===== src/rtl/random_delay_gen_if.sv =====
// Control/status bundle between the game-control FSM and the delay generator.
interface random_delay_gen_if #(
  parameter int CNT_W  = 29,
  parameter int LFSR_W = 16
);
  logic              start;
  logic              abort;
  logic              mode;
  logic [CNT_W-1:0]  fixed_delay;
  logic              seed_load;
  logic [LFSR_W-1:0] seed_val;
  logic              busy;
  logic              done;
  logic              expired;
  logic [CNT_W-1:0]  delay_value;
  logic [CNT_W-1:0]  count;

  // Controller side: issues requests, observes status.
  modport master (
    output start, abort, mode, fixed_delay, seed_load, seed_val,
    input  busy, done, expired, delay_value, count
  );

  // Delay generator side.
  modport slave (
    input  start, abort, mode, fixed_delay, seed_load, seed_val,
    output busy, done, expired, delay_value, count
  );
endinterface


===== src/rtl/random_delay_gen.sv =====
// Pseudo-random / fixed delay generator: after an accepted start it counts
// delay_value cycles, then raises done and pulses expired for one cycle.
module random_delay_gen #(
  parameter int          CNT_W     = 29,
  parameter int          LFSR_W    = 16,
  parameter int          RAND_BITS = 16,
  parameter int unsigned MIN_DELAY = 25_000_000,
  parameter int unsigned STEP      = 100_000,
  parameter logic [31:0] SEED      = 32'h0000_ACE1
) (
  input logic                clk,
  input logic                reset,
  random_delay_gen_if.slave  bus
);

  // Wide enough that MIN_DELAY + rand*STEP can never wrap before saturation.
  localparam int W = CNT_W + LFSR_W + 32;
  localparam logic [W-1:0]      CAP       = (W'(1) << CNT_W) - W'(1);
  localparam logic [LFSR_W-1:0] SEED_T    = SEED[LFSR_W-1:0];
  localparam logic [LFSR_W-1:0] SEED_INIT = (SEED_T == '0) ? LFSR_W'(1) : SEED_T;

  typedef enum logic [1:0] {IDLE, COUNT, DONE} state_t;

  state_t            state_q, state_d;
  logic [LFSR_W-1:0] lfsr;
  logic              fb;
  logic [CNT_W-1:0]  count_q, count_d;
  logic [CNT_W-1:0]  dv_q, dv_d;
  logic              busy_q, busy_d;
  logic              done_q, done_d;
  logic              expired_q, expired_d;
  logic              arm;

  logic [RAND_BITS-1:0] rand_v;
  logic [W-1:0]         wide;
  logic [CNT_W-1:0]     tgt_sat, tgt_raw, tgt;

  // Feedback taps per supported width; anything else stops elaboration.
  generate
    if (RAND_BITS < 1 || RAND_BITS > LFSR_W) begin : g_bad_rand
      $error("random_delay_gen: RAND_BITS must be in 1..LFSR_W");
    end
    if (LFSR_W == 8) begin : g_l8
      assign fb = lfsr[7] ^ lfsr[5] ^ lfsr[4] ^ lfsr[3];
    end else if (LFSR_W == 16) begin : g_l16
      assign fb = lfsr[15] ^ lfsr[13] ^ lfsr[12] ^ lfsr[10];
    end else if (LFSR_W == 24) begin : g_l24
      assign fb = lfsr[23] ^ lfsr[22] ^ lfsr[21] ^ lfsr[16];
    end else if (LFSR_W == 32) begin : g_l32
      assign fb = lfsr[31] ^ lfsr[21] ^ lfsr[1] ^ lfsr[0];
    end else begin : g_bad_lfsr
      $error("random_delay_gen: LFSR_W must be 8, 16, 24 or 32");
      assign fb = 1'b0;
    end
  endgenerate

  // LFSR free-runs in every state; a seed load overrides the shift.
  always_ff @(posedge clk or posedge reset) begin
    if (reset)              lfsr <= SEED_INIT;
    else if (bus.seed_load) lfsr <= (bus.seed_val == '0) ? LFSR_W'(1) : bus.seed_val;
    else                    lfsr <= {lfsr[LFSR_W-2:0], fb};
  end

  // Target from the pre-shift LFSR (random) or fixed_delay, saturated and clamped to >= 1.
  always_comb begin
    rand_v  = lfsr[RAND_BITS-1:0];
    wide    = W'(MIN_DELAY) + W'(rand_v) * W'(STEP);
    tgt_sat = (wide > CAP) ? CAP[CNT_W-1:0] : wide[CNT_W-1:0];
    tgt_raw = bus.mode ? bus.fixed_delay : tgt_sat;
    tgt     = (tgt_raw == '0) ? CNT_W'(1) : tgt_raw;
  end

  // State and output registers.
  always_ff @(posedge clk or posedge reset) begin
    if (reset) begin
      state_q   <= IDLE;
      count_q   <= '0;
      dv_q      <= '0;
      busy_q    <= 1'b0;
      done_q    <= 1'b0;
      expired_q <= 1'b0;
    end else begin
      state_q   <= state_d;
      count_q   <= count_d;
      dv_q      <= dv_d;
      busy_q    <= busy_d;
      done_q    <= done_d;
      expired_q <= expired_d;
    end
  end

  // Next-state logic; abort always beats start and expiry.
  always_comb begin
    state_d   = state_q;
    count_d   = count_q;
    dv_d      = dv_q;
    busy_d    = busy_q;
    done_d    = done_q;
    expired_d = 1'b0;
    arm       = 1'b0;
    case (state_q)
      IDLE: begin
        if (bus.start && !bus.abort) arm = 1'b1;
      end
      COUNT: begin
        if (bus.abort) begin
          state_d = IDLE;
          busy_d  = 1'b0;
          count_d = '0;
        end else if (count_q == dv_q - CNT_W'(1)) begin
          state_d   = DONE;
          done_d    = 1'b1;
          expired_d = 1'b1;
          busy_d    = 1'b0;
          count_d   = dv_q;
        end else begin
          count_d = count_q + CNT_W'(1);
        end
      end
      DONE: begin
        if (bus.abort) begin
          state_d = IDLE;
          done_d  = 1'b0;
        end else if (bus.start) begin
          arm = 1'b1;
        end
      end
      default: state_d = IDLE;
    endcase
    if (arm) begin
      state_d = COUNT;
      count_d = '0;
      busy_d  = 1'b1;
      done_d  = 1'b0;
      dv_d    = tgt;
    end
  end

  assign bus.busy        = busy_q;
  assign bus.done        = done_q;
  assign bus.expired     = expired_q;
  assign bus.delay_value = dv_q;
  assign bus.count       = count_q;

endmodule


===== src/flat_wrapper.sv =====
// flat-port wrapper written by rule: the top's interface ports become plain ports
module random_delay_gen_flat 
#(
  parameter int          CNT_W     = 29,
  parameter int          LFSR_W    = 16,
  parameter int          RAND_BITS = 16,
  parameter int unsigned MIN_DELAY = 25_000_000,
  parameter int unsigned STEP      = 100_000,
  parameter logic [31:0] SEED      = 32'h0000_ACE1
)
  (clk, reset, bus_start, bus_abort, bus_mode, bus_fixed_delay, bus_seed_load, bus_seed_val, bus_busy, bus_done, bus_expired, bus_delay_value, bus_count);
  random_delay_gen_if #(.CNT_W(CNT_W), .LFSR_W(LFSR_W)) bus_i ();
  input logic clk;
  input logic reset;
  input wire logic [$bits(bus_i.start)-1:0] bus_start;
  input wire logic [$bits(bus_i.abort)-1:0] bus_abort;
  input wire logic [$bits(bus_i.mode)-1:0] bus_mode;
  input wire logic [$bits(bus_i.fixed_delay)-1:0] bus_fixed_delay;
  input wire logic [$bits(bus_i.seed_load)-1:0] bus_seed_load;
  input wire logic [$bits(bus_i.seed_val)-1:0] bus_seed_val;
  output wire logic [$bits(bus_i.busy)-1:0] bus_busy;
  output wire logic [$bits(bus_i.done)-1:0] bus_done;
  output wire logic [$bits(bus_i.expired)-1:0] bus_expired;
  output wire logic [$bits(bus_i.delay_value)-1:0] bus_delay_value;
  output wire logic [$bits(bus_i.count)-1:0] bus_count;
  assign bus_i.start = bus_start;
  assign bus_i.abort = bus_abort;
  assign bus_i.mode = bus_mode;
  assign bus_i.fixed_delay = bus_fixed_delay;
  assign bus_i.seed_load = bus_seed_load;
  assign bus_i.seed_val = bus_seed_val;
  assign bus_busy = bus_i.busy;
  assign bus_done = bus_i.done;
  assign bus_expired = bus_i.expired;
  assign bus_delay_value = bus_i.delay_value;
  assign bus_count = bus_i.count;
  random_delay_gen #(.CNT_W(CNT_W), .LFSR_W(LFSR_W), .RAND_BITS(RAND_BITS), .MIN_DELAY(MIN_DELAY), .STEP(STEP), .SEED(SEED)) u_core (.clk(clk), .reset(reset), .bus(bus_i));
endmodule

===== config.mk =====
export PLATFORM = sky130hd
export DESIGN_NAME = random_delay_gen_flat
export DESIGN_NICKNAME = d
export VERILOG_FILES = /design/src/rtl/random_delay_gen_if.sv /design/src/rtl/random_delay_gen.sv /design/src/flat_wrapper.sv
export SDC_FILE = /design/constraint.sdc
export NUM_CORES = 1
export LEC_CHECK = 0
export CORE_ASPECT_RATIO = 0.5
export CORE_MARGIN = 2
export CORE_UTILIZATION = 50
export CTS_BUF_LIST = sky130_fd_sc_hd__clkbuf_8
export CTS_CLUSTER_DIAMETER = 80
export DETAILED_ROUTE_END_ITERATION = 10
export DONT_BUFFER_PORTS = 1
export PLACE_DENSITY = 0.7
export SLEW_MARGIN = 40
export SYNTH_ARGS = -nofsm -noshare
export SYNTH_HDL_FRONTEND = slang
export SYNTH_SLANG_ARGS = --single-unit

===== constraint.sdc =====
create_clock -name clk -period 11.4 [get_ports clk]
set_input_delay 2.28 -clock clk [delete_from_list [all_inputs] [get_ports clk]]
set_output_delay 2.28 -clock clk [all_outputs]
set_load 0.02 [all_outputs]

==> reports/metrics.csv <==
metric,value,unit
wl_per_cell,19.4,µm
cts.reportedPaths.clkPinSlew,0.10,ns
maxSlewViolCount,0,
dieArea,0.0201,mm²
drive_gt1_frac,0.0601,
synth_warnings,0,
final_nets,1330,
end_kind,register,
die_w,199,µm
synthCells,1154,
vias,8424,
ys_seq_area_frac,0.210,
viasPerCell,6.06,
port_buffers,0,
cts_hold_buf,0,
post_cts_buffers,0,
ios,112,
path_class,register to register,
first_pass_iters,5,
finalHoldViolations,0,
cts_buffers,9,
die_h,101,µm
maxCapViolations,0,
layout_common_cells,"inv_1, ha_1, o21ai_0, nand2_1, a21oi_1",
mostFrequentLayoutCell,inv_1,
syn_nets,1358,
globalplace.congestion,0.938,
ant_nets,0,
syn_avg_cell_area,8.20,µm²
first_global_vias,8192,
fin_skew,0.0178,ns
cts_max_level,3,
antenna_found_initial,0,
min_path_type,register to register,
setup_tns,0,ns
synth_async_sr_flop_share,1.00,
grt_setup_unrepaired,no,
worst-path-max-fanout,21,
worst_pin_slew,0.818,ns
drc,0,
cts_tree,done,
max_freq,0.155,GHz
synth_edf_count,0,
clock_latency,0.41,ns
num_rows,35,
fin_crit_sh,0.565,
drt-initial-drc-count,501,
fin_cells,1390,
coreArea,0.0185,mm²
ctsRootBufferMaster,clkbuf_8,
start_util,0.512,
diodes,0,
critPathLaunchType,register,
dp_hpwl,21300,µm
gr-total-overflow,0,
status,finished clean,
slew_headroom,0.454,
synth.cell_area,0.00946,mm²
period_needed,6.44,ns
grt_max_degree,80,
arrival,6.71,ns
track_usage,0.274,
placed_cells,1374,
wl,26900,µm
clk_path_buf_depth,2,
syn_to_final_growth,4.48,%
cts.sinks,79,
cts_resized,0,
synth-main-ff-cell,dfrtp_1,
finalSetupViolCount,0,
synth_seq_cells,79,
required,11.66,ns
grt_pass1_wl,43200,µm
synth.distinct_cells,71,
-- flip-flops by register name, summed over array words and instances, names as in the netlist --
name	cells
u_core.bus.busy	1
u_core.bus.count	29
u_core.bus.delay_value	29
u_core.bus.done	1
u_core.bus.expired	1
u_core.lfsr	16
u_core.state_q	2
-- cell families after synthesis --
family	after synthesis	synth area share
AND/OR/NAND/NOR	341	0.187
AO/OA/AOI/OAI	312	0.208
buffers and inverters	171	0.0698
adder cells (fa/ha/maj)	153	0.231
XOR/XNOR	80	0.0740
flip-flops	79	0.210
multiplexers	18	0.0206
-- final cells by class --
type | count | area (µm²)
clock buffers | 10 | 138
clock inverters | 6 | 73.8
fillers | 1778 | 8590
inverters | 126 | 474
multi-input cells | 904 | 6840
flip-flops and latches | 79 | 1990
well taps | 259 | 324
repair buffers | 6 | 48.8
-- synth_stat cells (9+ instances only) --
cell type    n  area share
xor2_1      36       0.033
dfrtp_1     71        0.19
clkbuf_1    35       0.014
o211ai_1    10      0.0079
ha_1       117        0.15
o22ai_1     20       0.013
o21a_1      10      0.0079
nand2_1     81       0.032
inv_1      125       0.050
nor3_1      51       0.027
or3_1       11      0.0073
a31oi_1     10      0.0066
fa_1        36       0.076
nand3_1     37       0.020
a21o_1      24       0.019
nor2_1      58       0.023
a21oi_1     74       0.039
o21ai_0     81       0.043
o31ai_1     14       0.011
and3_1       9      0.0059
nand4_1     17       0.011
nor4_1      24       0.016
a22o_1      10      0.0093
mux2_2      12       0.014
xnor2_1     44       0.041
-- critical path, stage by stage (launching register included) --
cell      delay, ns
dfrtp_1        0.64
ha_1           0.35
ha_1           0.34
ha_1           0.31
fa_1           0.53
inv_1          0.05
fa_1           0.53
inv_1          0.04
ha_1           0.45
a21oi_1        0.21
o21ai_0        0.57
nand2b_1       0.11
nand3_1        0.11
xor2_1         0.33
o21ai_0        0.22
a211oi_1       0.31
mux2i_1        0.23
buf_4          0.26
nand2_1        0.31
o21ai_0        0.29
o21ai_0        0.11
-- metrics by stage --
step           setup WS, ns   util  cell area (µm²)  hold WS, ns
6_report               4.96  0.535             9890        0.566
5_1_grt                4.49  0.535             9890        0.603
3_3_place_gp           5.18  0.522             9650        0.506
3_5_place_dp           5.04  0.522             9650        0.527
2_1_floorplan          5.80      -             9460        0.477
4_1_cts                5.03  0.534             9870        0.562
-- layer usage --
| layer | part of all wire | global-route usage | vias up | routed length, µm |
|---|---|---|---|---|
| li1 | - | - | 4095 | - |
| met1 | 0.45 | 0.359 | 4024 | 12100 |
| met2 | 0.46 | 0.458 | 262 | 12400 |
| met3 | 0.061 | 0.0553 | 43 | 1630 |
| met4 | 0.029 | 0.0878 | 0 | 771 |
| met5 | 0 | 0 | - | 0 |
-- final timing paths --
| kind | startpoint | to | slack (ns) | cells past startpoint |
|---|---|---|---|---|
| worst max-delay path | u_core.lfsr[1] | u_core.bus.delay_value[9] | 4.96 | 20 |
| worst min-delay path | u_core.state_q[0] | u_core.state_q[0] | 0.57 | 2 |
| worst max register to register | u_core.lfsr[1] | u_core.bus.delay_value[9] | 4.96 | 20 |
| worst min register to register | u_core.state_q[0] | u_core.state_q[0] | 0.57 | 2 |
| max in group asynchronous | reset | u_core.bus.delay_value[0] | 8.96 | 2 |
| min in group asynchronous | reset | u_core.bus.count[27] | 1.95 | 2 |
Power is left out: the tool's default activity adds up to more than one toggle a clock period on the data nets, which glitch-free logic cannot reach.
